**src/rtl/alu_pkg.sv**
```systemverilog
// rtl/alu_pkg.sv - shared opcodes, FSM state encoding and sizing helper for alu_seq
//
// Purpose : opcode localparams, iterative-unit mode codes, FSM state type and
//           the counter-width helper used by alu_seq and alu_iter_muldiv.
// Ports   : none (package).
package alu_pkg;

    localparam logic [3:0] OP_LEFT = 4'h0;
    localparam logic [3:0] OP_IADD = 4'h1;
    localparam logic [3:0] OP_ISUB = 4'h2;
    localparam logic [3:0] OP_IMUL = 4'h3;
    localparam logic [3:0] OP_IDIV = 4'h4;
    localparam logic [3:0] OP_IREM = 4'h5;
    localparam logic [3:0] OP_BAND = 4'h9;
    localparam logic [3:0] OP_BIOR = 4'hA;
    localparam logic [3:0] OP_BXOR = 4'hB;
    localparam logic [3:0] OP_ISHL = 4'hC;

    localparam logic MODE_MUL = 1'b0;
    localparam logic MODE_DIV = 1'b1;

    typedef enum logic [1:0] {
        ST_IDLE = 2'd0,
        ST_MUL  = 2'd1,
        ST_DIV  = 2'd2
    } state_t;

    // Iteration counter must hold WIDTH-1.
    function automatic int cnt_w(input int width);
        return (width > 1) ? $clog2(width) : 1;
    endfunction

endpackage

```
**src/rtl/alu_seq_if.sv**
```systemverilog
// rtl/alu_seq_if.sv - operation/result handshake bundle for alu_seq
//
// Purpose : groups the request side (in_valid/in_ready/alu_op/a/b/in_tag) and
//           the result side (out_valid/out_ready/c/ofl/err/out_tag).
// Modports: slave  - the ALU (accepts operations, produces results)
//           master - the pipeline around it (operand fetch and writeback)
interface alu_seq_if #(
    parameter int WIDTH = 16,
    parameter int TAG_W = 4
);
    logic             in_valid;
    logic             in_ready;
    logic [3:0]       alu_op;
    logic [WIDTH-1:0] a;
    logic [WIDTH-1:0] b;
    logic [TAG_W-1:0] in_tag;
    logic             out_valid;
    logic             out_ready;
    logic [WIDTH-1:0] c;
    logic             ofl;
    logic             err;
    logic [TAG_W-1:0] out_tag;

    modport slave (
        input  in_valid, alu_op, a, b, in_tag, out_ready,
        output in_ready, out_valid, c, ofl, err, out_tag
    );

    modport master (
        output in_valid, alu_op, a, b, in_tag, out_ready,
        input  in_ready, out_valid, c, ofl, err, out_tag
    );
endinterface

```
**src/rtl/alu_iter_muldiv.sv**
```systemverilog
// rtl/alu_iter_muldiv.sv - iterative shift-add multiplier / restoring divider
//
// Purpose : one bit per clock, WIDTH steps per operation. The first step is
//           taken on the start edge, so done is raised in the cycle whose edge
//           performs the last step; res_hi/res_lo show that last step's
//           outcome combinationally so the caller can register it directly.
// Ports   : clk, rst   - clock, synchronous active-high reset
//           start      - begin an operation with a/b/mode
//           mode       - MODE_MUL or MODE_DIV
//           a, b       - multiplicand/multiplier or dividend/divisor
//           done       - final step happens on the coming edge
//           res_hi/lo  - product high/low, or remainder/quotient
module alu_iter_muldiv
    import alu_pkg::*;
#(
    parameter int WIDTH = 16
) (
    input  logic             clk,
    input  logic             rst,
    input  logic             start,
    input  logic             mode,
    input  logic [WIDTH-1:0] a,
    input  logic [WIDTH-1:0] b,
    output logic             done,
    output logic [WIDTH-1:0] res_hi,
    output logic [WIDTH-1:0] res_lo
);
    localparam int CW = cnt_w(WIDTH);

    logic [WIDTH-1:0] hi_q, lo_q, opnd_q;
    logic             mode_q, busy_q;
    logic [CW-1:0]    cnt_q;

    logic [WIDTH-1:0] cur_hi, cur_lo, cur_opnd;
    logic             cur_mode;
    logic [WIDTH:0]   mul_sum, div_t, div_diff;
    logic [WIDTH-1:0] nxt_hi, nxt_lo;

    always_comb begin
        // On the start edge the step operates on freshly presented operands.
        // Multiply: lo holds the multiplier, opnd the multiplicand.
        // Divide:   lo holds the dividend,   opnd the divisor.
        if (start) begin
            cur_hi   = '0;
            cur_lo   = (mode == MODE_DIV) ? a : b;
            cur_opnd = (mode == MODE_DIV) ? b : a;
            cur_mode = mode;
        end else begin
            cur_hi   = hi_q;
            cur_lo   = lo_q;
            cur_opnd = opnd_q;
            cur_mode = mode_q;
        end

        mul_sum  = {1'b0, cur_hi} + (cur_lo[0] ? {1'b0, cur_opnd} : '0);
        div_t    = {cur_hi, cur_lo[WIDTH-1]};
        div_diff = div_t - {1'b0, cur_opnd};

        if (cur_mode == MODE_MUL) begin
            nxt_hi = mul_sum[WIDTH:1];
            nxt_lo = {mul_sum[0], cur_lo[WIDTH-1:1]};
        end else if (!div_diff[WIDTH]) begin
            nxt_hi = div_diff[WIDTH-1:0];
            nxt_lo = {cur_lo[WIDTH-2:0], 1'b1};
        end else begin
            nxt_hi = div_t[WIDTH-1:0];
            nxt_lo = {cur_lo[WIDTH-2:0], 1'b0};
        end
    end

    // Counter is WIDTH-1 after the start edge and reaches 0 on the final step.
    assign done   = busy_q && (cnt_q == CW'(1));
    assign res_hi = nxt_hi;
    assign res_lo = nxt_lo;

    always_ff @(posedge clk) begin
        if (rst) begin
            hi_q   <= '0;
            lo_q   <= '0;
            opnd_q <= '0;
            mode_q <= MODE_MUL;
            busy_q <= 1'b0;
            cnt_q  <= '0;
        end else if (start) begin
            hi_q   <= nxt_hi;
            lo_q   <= nxt_lo;
            opnd_q <= cur_opnd;
            mode_q <= mode;
            busy_q <= 1'b1;
            cnt_q  <= CW'(WIDTH - 1);
        end else if (busy_q) begin
            hi_q  <= nxt_hi;
            lo_q  <= nxt_lo;
            cnt_q <= cnt_q - CW'(1);
            if (done) begin
                busy_q <= 1'b0;
            end
        end
    end
endmodule

```
**src/rtl/alu_seq.sv**
```systemverilog
// rtl/alu_seq.sv - handshaked ALU with single-cycle ops and iterative mul/div/rem
//
// Purpose : accepts one operation when in_valid && in_ready, returns c/ofl/err
//           with the caller's tag through a held output register.
// Ports   : clk, rst  - clock, synchronous active-high reset
//           bus       - alu_seq_if.slave (request and result handshakes)
//           flag_clr, sticky_ofl, sticky_err - only with ALU_SEQ_STICKY_EN:
//                       sticky flags set on hand-off of a result with ofl/err.
// Options : `define ALU_SEQ_STICKY_EN adds the sticky flag ports and logic.
module alu_seq
    import alu_pkg::*;
#(
    parameter int WIDTH = 16,
    parameter int TAG_W = 4
) (
    input  logic       clk,
    input  logic       rst,
    alu_seq_if.slave   bus
`ifdef ALU_SEQ_STICKY_EN
    ,
    input  logic       flag_clr,
    output logic       sticky_ofl,
    output logic       sticky_err
`endif
);
    state_t           state_q, state_n;

    logic [WIDTH-1:0] c_q;
    logic             ofl_q, err_q, out_valid_q;
    logic [TAG_W-1:0] out_tag_q, tag_q;
    logic             rem_q;

    logic             in_ready, accept, drain, div_op, go_iter;
    logic             iter_start, iter_mode, iter_done, load_out;
    logic [WIDTH-1:0] iter_hi, iter_lo;

    logic [WIDTH:0]   add_w, sub_w;
    logic [WIDTH-1:0] neg_b;
    logic [WIDTH-1:0] sc_c;
    logic             sc_ofl, sc_err;

    logic [WIDTH-1:0] res_c;
    logic             res_ofl, res_err;
    logic [TAG_W-1:0] res_tag;

    // out_ready only matters when a held result can leave this cycle.
    assign in_ready = (state_q == ST_IDLE) && (!out_valid_q || bus.out_ready);
    assign accept   = bus.in_valid && in_ready;
    assign drain    = out_valid_q && bus.out_ready;
    assign div_op   = (bus.alu_op == OP_IDIV) || (bus.alu_op == OP_IREM);
    // Divide by zero never iterates; it resolves as a single-cycle op.
    assign go_iter  = accept && ((bus.alu_op == OP_IMUL) || (div_op && (bus.b != '0)));

    always_comb begin
        add_w  = {1'b0, bus.a} + {1'b0, bus.b};
        sub_w  = {1'b0, bus.a} - {1'b0, bus.b};
        neg_b  = -bus.b;
        sc_c   = '0;
        sc_ofl = 1'b0;
        sc_err = 1'b0;
        case (bus.alu_op)
            OP_LEFT: sc_c = bus.a;
            OP_IADD: {sc_ofl, sc_c} = add_w;
            OP_ISUB: begin
                sc_c   = sub_w[WIDTH-1:0];
                sc_ofl = sub_w[WIDTH];
            end
            OP_IMUL: sc_c = '0;
            OP_IDIV: begin
                sc_c   = '1;
                sc_err = 1'b1;
            end
            OP_IREM: begin
                sc_c   = bus.a;
                sc_err = 1'b1;
            end
            OP_BAND: sc_c = bus.a & bus.b;
            OP_BIOR: sc_c = bus.a | bus.b;
            OP_BXOR: sc_c = bus.a ^ bus.b;
            // Shift amounts of WIDTH or more already produce zero; the most
            // negative b negates to itself, which is >= WIDTH as unsigned.
            OP_ISHL: sc_c = bus.b[WIDTH-1] ? (bus.a >> neg_b) : (bus.a << bus.b);
            default: sc_err = 1'b1;
        endcase
    end

    always_comb begin
        state_n    = state_q;
        iter_start = 1'b0;
        iter_mode  = MODE_MUL;
        load_out   = 1'b0;
        res_c      = sc_c;
        res_ofl    = sc_ofl;
        res_err    = sc_err;
        res_tag    = bus.in_tag;
        case (state_q)
            ST_IDLE: begin
                if (go_iter) begin
                    iter_start = 1'b1;
                    iter_mode  = (bus.alu_op == OP_IMUL) ? MODE_MUL : MODE_DIV;
                    state_n    = (bus.alu_op == OP_IMUL) ? ST_MUL : ST_DIV;
                end else if (accept) begin
                    load_out = 1'b1;
                end
            end
            ST_MUL: begin
                if (iter_done) begin
                    load_out = 1'b1;
                    res_c    = iter_lo;
                    res_ofl  = |iter_hi;
                    res_err  = 1'b0;
                    res_tag  = tag_q;
                    state_n  = ST_IDLE;
                end
            end
            ST_DIV: begin
                if (iter_done) begin
                    load_out = 1'b1;
                    res_c    = rem_q ? iter_hi : iter_lo;
                    res_ofl  = 1'b0;
                    res_err  = 1'b0;
                    res_tag  = tag_q;
                    state_n  = ST_IDLE;
                end
            end
            default: state_n = ST_IDLE;
        endcase
    end

    always_ff @(posedge clk) begin
        if (rst) begin
            state_q <= ST_IDLE;
        end else begin
            state_q <= state_n;
        end
    end

    // The output register is never loaded while a result is still held:
    // iterative ops only start when the previous result drains, and
    // single-cycle loads require in_ready.
    always_ff @(posedge clk) begin
        if (rst) begin
            c_q         <= '0;
            ofl_q       <= 1'b0;
            err_q       <= 1'b0;
            out_tag_q   <= '0;
            out_valid_q <= 1'b0;
            tag_q       <= '0;
            rem_q       <= 1'b0;
        end else begin
            if (iter_start) begin
                tag_q <= bus.in_tag;
                rem_q <= (bus.alu_op == OP_IREM);
            end
            if (load_out) begin
                c_q         <= res_c;
                ofl_q       <= res_ofl;
                err_q       <= res_err;
                out_tag_q   <= res_tag;
                out_valid_q <= 1'b1;
            end else if (drain) begin
                out_valid_q <= 1'b0;
            end
        end
    end

    alu_iter_muldiv #(.WIDTH(WIDTH)) u_iter (
        .clk    (clk),
        .rst    (rst),
        .start  (iter_start),
        .mode   (iter_mode),
        .a      (bus.a),
        .b      (bus.b),
        .done   (iter_done),
        .res_hi (iter_hi),
        .res_lo (iter_lo)
    );

    assign bus.in_ready  = in_ready;
    assign bus.out_valid = out_valid_q;
    assign bus.c         = c_q;
    assign bus.ofl       = ofl_q;
    assign bus.err       = err_q;
    assign bus.out_tag   = out_tag_q;

`ifdef ALU_SEQ_STICKY_EN
    logic sticky_ofl_q, sticky_err_q;

    // A flag being set in the same cycle as flag_clr stays set.
    always_ff @(posedge clk) begin
        if (rst) begin
            sticky_ofl_q <= 1'b0;
            sticky_err_q <= 1'b0;
        end else begin
            if (drain && ofl_q) begin
                sticky_ofl_q <= 1'b1;
            end else if (flag_clr) begin
                sticky_ofl_q <= 1'b0;
            end
            if (drain && err_q) begin
                sticky_err_q <= 1'b1;
            end else if (flag_clr) begin
                sticky_err_q <= 1'b0;
            end
        end
    end

    assign sticky_ofl = sticky_ofl_q;
    assign sticky_err = sticky_err_q;
`endif
endmodule

```
**src/flat_wrapper.sv**
```systemverilog
// flat-port wrapper written by rule: the top's interface ports become plain ports
module alu_seq_flat import alu_pkg::*;
#(
    parameter int WIDTH = 16,
    parameter int TAG_W = 4
)
  (clk, rst, bus_in_valid, bus_alu_op, bus_a, bus_b, bus_in_tag, bus_out_ready, bus_in_ready, bus_out_valid, bus_c, bus_ofl, bus_err, bus_out_tag);
  alu_seq_if #(.WIDTH(WIDTH), .TAG_W(TAG_W)) bus_i ();
  input  logic clk;
  input  logic rst;
  input wire logic [$bits(bus_i.in_valid)-1:0] bus_in_valid;
  input wire logic [$bits(bus_i.alu_op)-1:0] bus_alu_op;
  input wire logic [$bits(bus_i.a)-1:0] bus_a;
  input wire logic [$bits(bus_i.b)-1:0] bus_b;
  input wire logic [$bits(bus_i.in_tag)-1:0] bus_in_tag;
  input wire logic [$bits(bus_i.out_ready)-1:0] bus_out_ready;
  output wire logic [$bits(bus_i.in_ready)-1:0] bus_in_ready;
  output wire logic [$bits(bus_i.out_valid)-1:0] bus_out_valid;
  output wire logic [$bits(bus_i.c)-1:0] bus_c;
  output wire logic [$bits(bus_i.ofl)-1:0] bus_ofl;
  output wire logic [$bits(bus_i.err)-1:0] bus_err;
  output wire logic [$bits(bus_i.out_tag)-1:0] bus_out_tag;
  assign bus_i.in_valid = bus_in_valid;
  assign bus_i.alu_op = bus_alu_op;
  assign bus_i.a = bus_a;
  assign bus_i.b = bus_b;
  assign bus_i.in_tag = bus_in_tag;
  assign bus_i.out_ready = bus_out_ready;
  assign bus_in_ready = bus_i.in_ready;
  assign bus_out_valid = bus_i.out_valid;
  assign bus_c = bus_i.c;
  assign bus_ofl = bus_i.ofl;
  assign bus_err = bus_i.err;
  assign bus_out_tag = bus_i.out_tag;
  alu_seq #(.WIDTH(WIDTH), .TAG_W(TAG_W)) u_core (.clk(clk), .rst(rst), .bus(bus_i));
endmodule
```
**config.mk**
```make
export PLATFORM = sky130hd
export DESIGN_NAME = alu_seq_flat
export DESIGN_NICKNAME = d
export VERILOG_FILES = /design/src/rtl/alu_pkg.sv /design/src/rtl/alu_seq_if.sv /design/src/rtl/alu_iter_muldiv.sv /design/src/rtl/alu_seq.sv /design/src/flat_wrapper.sv
export SDC_FILE = /design/constraint.sdc
export NUM_CORES = 1
export LEC_CHECK = 0
export ABC_AREA = 1
export CORE_MARGIN = 5
export CORE_UTILIZATION = 56
export DETAILED_ROUTE_END_ITERATION = 8
export PLACE_DENSITY_LB_ADDON = 0.25
export SYNTH_ARGS = -nofsm -noshare
export SYNTH_HDL_FRONTEND = slang
export SYNTH_SLANG_ARGS = --single-unit
export TNS_END_PERCENT = 1
```
**constraint.sdc**
```tcl
create_clock -name clk -period 10.1 [get_ports clk]
set_input_delay 2.525 -clock clk [delete_from_list [all_inputs] [get_ports clk]]
set_output_delay 2.525 -clock clk [all_outputs]
set_load 0.02 [all_outputs]
```
After elaboration in Yosys (flattened, before gate mapping)
Cells that the tools add are included.
{"block": "totals", "wordCells": 109, "out_inout_bits": 24, "inputBits": 44, "reg_bits": 84}
{"block": "op_classes", "n_eq_ne": 14, "addsub": 6, "bitwise": 3, "muxes": 50, "reduce_logical": 20, "shifts": 2}
{"operator": "16-bit 2-to-1 mux", "n": 17}
{"operator": "16-bit case mux with 8 select lines", "n": 1}
{"operator": "16-bit by 16-bit adder with 17-bit output", "n": 2}
{"operator": "16-bit case mux with 2 select lines", "n": 1}
{"operator": "1-bit 2-to-1 mux", "n": 20}
{"operator": "16-bit by 16-bit subtractor with 17-bit output", "n": 1}
{"operator": "17-bit by 16-bit subtractor with 17-bit output", "n": 1}
{"operator": "16-bit bitwise AND", "n": 1}
{"operator": "4-bit == test (second input constant)", "n": 4}
{"operator": "4-bit 2-to-1 mux", "n": 4}
{"operator": "16-bit negator", "n": 1}
{"operator": "16-bit OR", "n": 1}
{"operator": "16-bit nonzero test", "n": 1}
{"operator": "16-bit OR reduction", "n": 1}
{"operator": "16-bit by 16-bit << shifter with 16-bit output", "n": 1}
{"operator": "16-bit by 16-bit right shift with 16-bit output", "n": 1}
{"operator": "16-bit bitwise XOR", "n": 1}
{"operator": "4-bit by 1-bit == test with 1-bit output (second input constant)", "n": 2}
{"operator": "4-bit by 2-bit == test with 1-bit output (second input constant)", "n": 2}
{"operator": "4-bit by 3-bit == test with 1-bit output (second input constant)", "n": 2}
{"operator": "8-bit OR reduction", "n": 1}
{"operator": "1-bit logical AND", "n": 6}
{"operator": "2-bit 2-to-1 mux", "n": 3}
{"operator": "1-bit case mux with 2 select lines", "n": 3}
{"operator": "other kinds (12)", "n": 17}

Longest topological paths before layout
Gate-level depths: netlist of run 1.
{"block": "depth", "depth_word": 15, "mapped_depth": 41, "mapped_depth_nobuf": 35}

Hierarchy
From an unflattened synthesis of run 1, not the netlist that was laid out.
{"block": "hier_totals", "cells_unflattened": 1974, "area_unflattened_um2": 11238.3}
{"mod": "alu_seq", "instances": 1, "area_each_um2": 5960.7, "cells_each": 1085}
{"mod": "alu_iter_muldiv", "instances": 1, "area_each_um2": 5277.6, "cells_each": 889}

Worst setup path before layout of run 1
OpenSTA, ideal clock, no wires.
{"block": "synth_path", "path_kind": "input -> register", "from": "input bus_b[1]", "to": "register u_core.ofl_q, in the netlist u_core.bus.ofl", "setup_ps": 126, "required_ps": 9974, "path_stages": 39, "setup_slack_ps": 2990, "n_path_buf": 6, "arrival_time_ps": 6984, "cell_sequence": "inv_1 clkbuf_1 clkbuf_1 ha_1 inv_1 nor2_4 nand2_2 nor2_4 nand2_1 nand2_2 nand2_2 nand2_4 buf_4 buf_2 clkbuf_1 o21ai_0 inv_1 ha_1 (+3 left out) nand2_1 nand2_1 nand2_1 a21oi_1 nand3_1 nand2_1 buf_4 nand2_1 nand3_1 nand2_1 nor2_1 nand2_1 nor2_1 nand3_1 nand2_1 nand2_1 nand2_1 a21oi_1"}
{"block": "synth_via", "elab_chain_len": 14}
{"element": "start, declared", "line_no": "flat_wrapper.sv:14", "text": "input wire logic [$bits(bus_i.b)-1:0] bus_b;"}
{"element": "16-bit nonzero test *", "line_no": "alu_seq.sv:52", "text": "assign go_iter = accept && ((bus.alu_op == OP_IMUL) || (div_op && (bus.b != '0)));"}
{"element": "1-bit logical AND *", "line_no": "alu_seq.sv:52"}
{"element": "1-bit logical OR *", "line_no": "alu_seq.sv:52"}
{"element": "1-bit logical AND *", "line_no": "alu_seq.sv:52"}
{"element": "1-bit 2-to-1 mux", "line_no": "alu_seq.sv:98", "text": "if (go_iter) begin"}
{"element": "1-bit 2-to-1 mux", "line_no": "alu_seq.sv:96", "text": "case (state_q)"}
{"element": "16-bit 2-to-1 mux", "line_no": "alu_iter_muldiv.sv:46", "text": "cur_opnd = (mode == MODE_DIV) ? b : a;"}
{"element": "16-bit 2-to-1 mux *", "line_no": "alu_iter_muldiv.sv:43", "text": "if (start) begin"}
{"element": "net u_core.u_iter.cur_opnd[0]", "line_no": "alu_iter_muldiv.sv:34", "text": "logic [WIDTH-1:0] cur_hi, cur_lo, cur_opnd;"}
{"element": "17-bit by 16-bit subtractor with 17-bit output / 16-bit 2-to-1 mux (equally long branches)", "line_no": "alu_iter_muldiv.sv:57, alu_iter_muldiv.sv:55"}
{"element": "16-bit 2-to-1 mux / 16-bit by 16-bit adder with 17-bit output (equally long branches)", "line_no": "alu_iter_muldiv.sv:62, alu_iter_muldiv.sv:55"}
{"element": "16-bit 2-to-1 mux *", "line_no": "alu_iter_muldiv.sv:59", "text": "if (cur_mode == MODE_MUL) begin"}
{"element": "16-bit OR reduction *", "line_no": "alu_seq.sv:110", "text": "res_ofl = |iter_hi;"}
{"element": "1-bit 2-to-1 mux *", "line_no": "alu_seq.sv:107", "text": "if (iter_done) begin"}
{"element": "1-bit case mux with 2 select lines *", "line_no": "alu_seq.sv:96"}
{"element": "end signal, assigned", "line_no": "alu_seq.sv:157", "text": "ofl_q <= res_ofl;"}
{"element": "end, declared", "line_no": "alu_seq.sv:29", "text": "logic ofl_q, err_q, out_valid_q;"}
Mark *: on every way through the listed nets, which the timed path passes. The rest lies on a longest branch.
A chain may end at the register's enable or synchronous reset.

Worst setup path after layout of run 1
{"block": "layout_path", "from": "input bus_b[0]", "to": "register u_core.c_q[9], in the netlist u_core.bus.c[9]"}
{"block": "layout_via", "elab_chain_len": 14}
{"element": "16-bit nonzero test", "line_no": "alu_seq.sv:52"}
{"element": "1-bit logical AND", "line_no": "alu_seq.sv:52"}
{"element": "1-bit logical OR", "line_no": "alu_seq.sv:52"}
{"element": "1-bit logical AND", "line_no": "alu_seq.sv:52"}
{"element": "1-bit 2-to-1 mux", "line_no": "alu_seq.sv:98"}
{"element": "1-bit 2-to-1 mux", "line_no": "alu_seq.sv:96"}
{"element": "16-bit 2-to-1 mux", "line_no": "alu_iter_muldiv.sv:46"}
{"element": "16-bit 2-to-1 mux *", "line_no": "alu_iter_muldiv.sv:43"}
{"element": "net u_core.u_iter.cur_opnd[0]", "line_no": "alu_iter_muldiv.sv:34"}
{"element": "17-bit by 16-bit subtractor with 17-bit output / 16-bit 2-to-1 mux (equally long branches)", "line_no": "alu_iter_muldiv.sv:57, alu_iter_muldiv.sv:55"}
{"element": "16-bit 2-to-1 mux / 16-bit by 16-bit adder with 17-bit output (equally long branches)", "line_no": "alu_iter_muldiv.sv:62, alu_iter_muldiv.sv:55"}
{"element": "16-bit 2-to-1 mux *", "line_no": "alu_iter_muldiv.sv:59"}
{"element": "16-bit 2-to-1 mux *", "line_no": "alu_seq.sv:119", "text": "res_c = rem_q ? iter_hi : iter_lo;"}
{"element": "16-bit 2-to-1 mux *", "line_no": "alu_seq.sv:117", "text": "if (iter_done) begin"}
{"element": "16-bit case mux with 2 select lines *", "line_no": "alu_seq.sv:96"}
{"element": "end signal, assigned", "line_no": "alu_seq.sv:156", "text": "c_q <= res_c;"}
{"element": "end, declared", "line_no": "alu_seq.sv:28", "text": "logic [WIDTH-1:0] c_q;"}
Marked as above.

==> metrics.md, run 1 <==
| Metric | Value |
|---|---|
| Status | completed |
| Largest net degree at the start of global routing | 61 |
| Post-Syn Instances | 1942 |
| Crit start category | input port |
| N_diodes | 0 |
| RSZ-0062 raised after global routing | false |
| Setup CP Type | input port to flop |
| Clock slew at reported path FFs | 0.07 ns |
| GP Congestion | 1.065 |
| Family with the most delay on the worst path | simple AND/OR/NAND/NOR gates |
| Most common cell in the netlist | nand2_1 |
| WP depth | 33 |
| GRT Util Overall | 0.3966 |
| Min Tclk post-route | 8.087 ns |
| Worst EP arrival | 8.32 ns |
| Initial antenna violation count | 0 |
| Layout Nets | 2082 |
| Synth area leaders | nand2_1, dfxtp_1, ha_1 |
| Worst path slowest cell | nand2_4 |
| Hpwl dp | 34780 um |
| Cell taking the most area after synthesis | nand2_1 |
| Fmax | 123.7 MHz |
| Finished Layout Cells | 2216 |
| Worst-skew pair later-pin latency | 0.35 ns |
| LEAKAGE | 5.875 nW |
| Vias per cell | 6.226 |
| Worst setup EP type | flop |
| Ports | 68 |
| Clock Skew | 0.01240 ns |
| Post-Route Setup TNS | 0 ns |
| Layout cells sized above 1 | 0.03793 |
| Worst reg2reg path depth | 24 |
| Hold/Removal Path Class | flop to flop |
| TritonCTS clock tree | built |
| Maximum VDD drop | 108.9 uV |
| R2r endpoint | u_core.bus.c[9] |
| Largest buffer count on any clock path | 2 |
| Syn nets | 2078 |
| Avg Cell Area, Syn | 5.726 sq um |
| Crit path launch | bus_b[0] |
| R2r startpoint | u_core.state_q[0] |
| DRC errors left | 0 |
| First-pass GRT wire length | 69830 um |
| Final ANT Viol Nets | 0 |
| Post-CTS Setup Repair Bufs | 0 |
| Yosys reg bits | 84 |
| Cts repair resizes | 0 |
| PortBufs | 67 |
| Top FF cell, synth | dfxtp_1 |
| Post-synth ARST share | 0 |
| Seq/Total Area, Yosys | 0.1512 |
| Initial DRC count | 2023 |
| Remaining Overflow, GRT | 0 |
| Final Hold Vio Count | 0 |
| Final Max Slew Viols | 0 |
| Library cells used by synthesis | 50 |
| Max-slew headroom | 0.1705 |
| Crit share post-route | 0.8006 |
| Area share of the largest cell type after synthesis | 0.1857 |
| Std cell rows | 51 |
| CP Max Fanout | 60 |
| Commonest cells post-synth | nand2_1, inv_1, o21ai_0 |
| Area grow syn2layout | 8.890% |
| Cts hold-fix bufs | 0 |
| DR WL/cell | 20.63 um |
| Die ar. | 0.02277 sq mm |
| Worst path required time | 10.34 ns |
| Flop2flop setup slack | 4.94 ns |
| Total placed cells including tap cells | 2200 |
| Initial DRT Pass Iterations | 7 |
| Vias in the first global route | 12309 |
| Tightest Pin Transition | 1.243 ns |
| Routed wire length | 45720 um |
| WP buf/inv | 6 |
| Max Cap Viol | 0 |
| Chip width | 150.9 um |
| Yosys warnings | 0 |
| Cts bufs inserted | 9 |
| Core area | 0.01953 sq mm |
| Most used cell, CP | nand2_1 |
| Initial Util | 0.5695 |
| Number of enable flip-flop cells after synthesis | 0 |
| H-tree depth | 3 |
| Routed via count | 13796 |
| PwrDens | 116.4 mW/mm^2 |
| CP peak stage delay | 0.54 ns |
| Post-Syn Area | 0.01112 sq mm |
| Worst setup endpoint | u_core.bus.c[9] |
| CTS Sinks | 84 |
| Final setup vio count | 0 |
| CTS root buf | clkbuf_16 |
| Chip Height | 150.9 um |
-- layer usage --
layer	wire length [um]	global-route usage
met1	19070	0.5654
met2	18870	0.5883
met4	2212	0.1723
met3	5568	0.06433
met5	0	0
-- final cells by class --
type / instances / area [sq um]
well taps: 265 / 331.6
clock buffers: 9 / 225.2
repair buffers: 81 / 775.7
clock inverters: 7 / 66.31
fillers: 1950 / 7418
multi-input cells: 1553 / 8213
inverters: 217 / 814.5
flip-flops and latches: 84 / 1682
-- cells by family after synthesis --
| group | count (synthesis) | share of synthesized area |
|---|---|---|
| fa+ha+maj | 92 | 0.1062 |
| flops | 84 | 0.1512 |
| mux | 16 | 0.01440 |
| simple gates | 940 | 0.3542 |
| compound gates | 479 | 0.2431 |
| xor+xnor | 26 | 0.02048 |
| buf+inv | 305 | 0.1104 |
-- power by group --
part	total [mW]	internal, mW	switching [mW]
logic	0.703	0.216	0.487
registers	0.374	0.358	0.0156
clock network	0.332	0.173	0.160
total	1.41	0.747	0.662
-- sequential cells by signal, summed over array words and instances (netlist names) --
register	cells
u_core.u_iter.lo_q	16
u_core.bus.c	16
u_core.bus.ofl	1
u_core.bus.err	1
u_core.u_iter.hi_q	16
u_core.u_iter.cnt_q	4
u_core.rem_q	1
u_core.u_iter.mode_q	1
u_core.u_iter.opnd_q	16
u_core.tag_q	4
u_core.state_q	2
u_core.bus.out_valid	1
u_core.u_iter.busy_q	1
u_core.bus.out_tag	4
-- metrics by stage --
stage | setup WS (ns) | utilization | total power, mW | hold WS, ns | cell area (sq um)
after global routing | 1.589 | 0.6201 | 1.479 | 0.5068 | 12110
after global placement | 2.008 | 0.6052 | 1.042 | 0.4648 | 11820
after detailed placement | 1.898 | 0.6052 | 1.050 | 0.4776 | 11820
after floorplan | 2.990 | - | 0.8457 | 0.4554 | 11120
after CTS | 2.222 | 0.6201 | 1.381 | 0.4909 | 12110
final | 2.014 | 0.6201 | 1.409 | 0.4873 | 12110
-- tightest hold or removal path, delay by kind of cell (launching register included) --
kind,cells,cell delay (ns)
AO/OA/AOI/OAI,1,0.05
flip-flops,1,0.33
AND/OR/NAND/NOR,1,0.06
-- placed cells by master (no fill, tap or decap), types with 3 or more instances in the layout --
cell / netlist / final
nand2_2: 9 / 9
o31ai_1: 11 / 11
o211ai_1: 32 / 32
nand4_1: 30 / 30
a21oi_2: 3 / 3
inv_1: 206 / 206
fa_1: 4 / 4
xnor2_1: 9 / 9
o21ai_0: 200 / 200
ha_1: 88 / 88
nor2_2: 4 / 5
nor2_1: 174 / 173
xor2_1: 17 / 17
o2111ai_1: 6 / 6
a221oi_1: 5 / 5
clkdlybuf4s50_1: 0 / 67
nor3_1: 16 / 16
o21a_1: 3 / 3
o21ai_2: 3 / 3
nor2_4: 8 / 8
a211oi_1: 4 / 4
a31oi_1: 8 / 8
dfxtp_1: 84 / 84
clkbuf_16: 0 / 9
o21ai_1: 16 / 16
a21oi_1: 149 / 149
or2_2: 5 / 5
nand3_1: 136 / 136
mux2i_1: 16 / 16
buf_4: 5 / 14
o22ai_1: 9 / 9
o21bai_1: 19 / 19
nand2_1: 550 / 550
clkinv_1: 5 / 5
inv_2: 6 / 6
inv_6: 0 / 4
-- how the worst min path moves through the flow --
stage,from,to,depth (start not counted)
after floorplan,u_core.tag_q[0],u_core.tag_q[0],2
after global placement,u_core.tag_q[1],u_core.tag_q[1],2
after detailed placement,u_core.tag_q[0],u_core.tag_q[0],2
after CTS,u_core.bus.out_valid,u_core.bus.out_valid,2
after global routing,u_core.bus.out_valid,u_core.bus.out_valid,2
final,u_core.bus.out_valid,u_core.bus.out_valid,2
Power figures use the tool's default switching activity.
==> run 2: changes to the inputs <==
- clock period: 10.1 -> 8.4 ns (I/O delays scaled with it)
==> metrics.md, run 2 (same netlist as run 1, synthesis figures left out) <==
| Metric | Value |
|---|---|
| Status | completed |
| LEAKAGE | 5.929 nW (+0.91%) |
| Post-Route M1 WL | 18420 um (-3.4%) |
| Fmax | 140.2 MHz |
| Vias in the first global route | 12263 (-0.37%) |
| Flop2flop setup slack | 3.30 ns (-1.64 ns) |
| Final Hold Vio Count | 0 (unchanged) |
| CP Max Fanout | 21 (-65%) |
| Maximum VDD drop | 115.7 uV (+6.2%) |
| DR WL/cell | 20.41 um (-1.1%) |
| Final Max Slew Viols | 0 (unchanged) |
| Cts repair resizes | 0 (unchanged) |
| Clock Skew | 0.007877 ns (-0.004522 ns) |
| Gate power share | 0.489 (-0.010) |
| CP peak stage delay | 0.45 ns (-0.09 ns) |
| PwrDens | 142.6 mW/mm^2 (+23%) |
| Cts hold-fix bufs | 0 (unchanged) |
| Vias per cell | 6.204 (-0.35%) |
| Crit share post-route | 0.8492 |
| Std cell rows | 51 (unchanged) |
| Max Cap Viol | 0 (unchanged) |
| Clock slew at reported path FFs | 0.07 ns (about the same) |
| Max-slew headroom | 0.1798 (+0.009254) |
| Area grow syn2layout | 9.723% |
| TritonCTS clock tree | built |
| Routed via count | 13797 (+0.0072%) |
| Worst path slowest cell | clkdlybuf4s50_1 |
| DRC errors left | 0 (unchanged) |
| Core area | 0.01953 sq mm (unchanged) |
| Pre-CTS setup slack | 1.089 ns (-0.8089 ns) |
| Cts bufs inserted | 9 (unchanged) |
| Psw | 0.7825 mW (+18%) |
| Layout Nets | 2090 (+0.38%) |
| CTS root buf | clkbuf_16 |
| Min Tclk post-route | 7.133 ns |
| Initial DRT Pass Iterations | 7 (unchanged) |
| GP Congestion | 1.051 (-1.3%) |
| RSZ-0062 raised after global routing | false |
| PortBufs | 67 (unchanged) |
| Internal Power | 0.9569 mW (+28%) |
| Initial DRC count | 2105 (+4.1%) |
| Setup CP Type | input port to flop |
| Sequential power share | 0.259 (-0.006) |
| Commonest cells after routing, fill and taps aside | nand2_1, inv_1, o21ai_0 |
| Clock power share | 0.252 (+0.016) |
| Tightest Pin Transition | 1.229 ns (-0.01387 ns) |
| Worst EP arrival | 7.36 ns (-0.96 ns) |
| Die ar. | 0.02277 sq mm (unchanged) |
| Switching Fraction | 0.4499 (-0.02030) |
| N_diodes | 0 (unchanged) |
| Most common cell after layout, fill and taps aside | nand2_1 |
| Final ANT Viol Nets | 0 (unchanged) |
| Final worst setup slack | 1.267 ns (-0.7466 ns) |
| Highest routed layer | met4 |
| Hpwl dp | 35300 um (+1.5%) |
| Largest buffer count on any clock path | 2 (unchanged) |
| GRT Util Overall | 0.3878 (-0.008858) |
| Worst setup EP type | flop |
| Post-CTS Setup Repair Bufs | 0 (unchanged) |
| Initial Util | 0.5695 (unchanged) |
| H-tree depth | 3 (unchanged) |
| Layout cells sized above 1 | 0.04135 (+0.003418) |
| DR WL met3 | 6061 um (+8.9%) |
| Final setup vio count | 0 (unchanged) |
| First-pass GRT wire length | 68350 um (-2.1%) |
| Remaining Overflow, GRT | 0 (unchanged) |
| Hold/Removal Path Class | flop to flop |
| Chip Height | 150.9 um (unchanged) |
| Initial antenna violation count | 0 (unchanged) |
| Worst-skew pair later-pin latency | 0.34 ns (about the same) |
| Ports | 68 (unchanged) |
| Post-Route Setup TNS | 0 ns (unchanged) |
| Met2 Wirelength | 18670 um (-1.0%) |
| CTS Sinks | 84 (unchanged) |
| Most used cell, CP | nand2_1 |
| Chip width | 150.9 um (unchanged) |
| Routed wire length | 45400 um (-0.70%) |
| Worst path required time | 8.62 ns (-1.72 ns) |
| Tot Pwr | 1.739 mW (+23%) |
| Crit start category | input port |
| Largest net degree at the start of global routing | 43 (-30%) |
==> run 2: cell count changes in the layout (fill, tap and decap cells not counted) <==
cell       previous run  this run
buf_4                14        22
inv_6                 4         1
bufinv_16             0         2
clkbuf_1              0         1
clkinv_8              1         0
inv_8                 0         1
==> run 2: through the flow <==
stage | utilization | cells | instance area [sq um] | hold WS [ns]
after floorplan | - | 1942 | 11120 | 0.4554
after global placement | 0.6082 | 2208 | 11880 | 0.4640
after detailed placement | 0.6082 | 2208 | 11880 | 0.4741
after CTS | 0.6248 | 2224 | 12200 | 0.4854
after global routing | 0.6248 | 2224 | 12200 | 0.5112
final | 0.6248 | 2224 | 12200 | 0.4837
==> run 2: critical path: cells and delay by family <==
kind | cells | cell delay [ns]
buf+inv | 6 | 1.11
simple gates | 19 | 2.03
fa+ha+maj | 3 | 0.83
compound gates | 5 | 1.28
==> run 2: power by group through the flow <==
stage | sequential (mW) | combinational [mW] | clock (mW)
final | 0.450 | 0.850 | 0.439
after global routing | 0.453 | 0.917 | 0.455
after CTS | 0.449 | 0.817 | 0.439
after detailed placement | 0.458 | 0.812 | 0
after global placement | 0.457 | 0.810 | 0
after floorplan | 0.465 | 0.552 | 0
==> run 2: layout make-up <==
type / instances / area (sq um)
sequential: 84 / 1682
tap: 265 / 331.6
timing repair buffer: 89 / 835.8
multi-input combinational: 1553 / 8213
fill: 1929 / 7326
inverter: 217 / 814.5
clock inverter: 6 / 95.09
clock buffer: 10 / 229.0
==> run 2: final timing paths <==
path	from	to	depth (start not counted)
max	bus_b[1]	u_core.bus.c[1]	33
min	u_core.tag_q[3]	u_core.bus.out_tag[3]	2
max reg2reg	u_core.state_q[0]	u_core.bus.c[1]	28
min reg2reg	u_core.tag_q[3]	u_core.bus.out_tag[3]	2
==> run 2: layer usage <==
layer / track usage / vias to the layer above
li1: - / 6473
met1: 0.5437 / 6143
met2: 0.5745 / 1013
met3: 0.08618 / 168
met4: 0.1573 / 0
met5: 0 / -
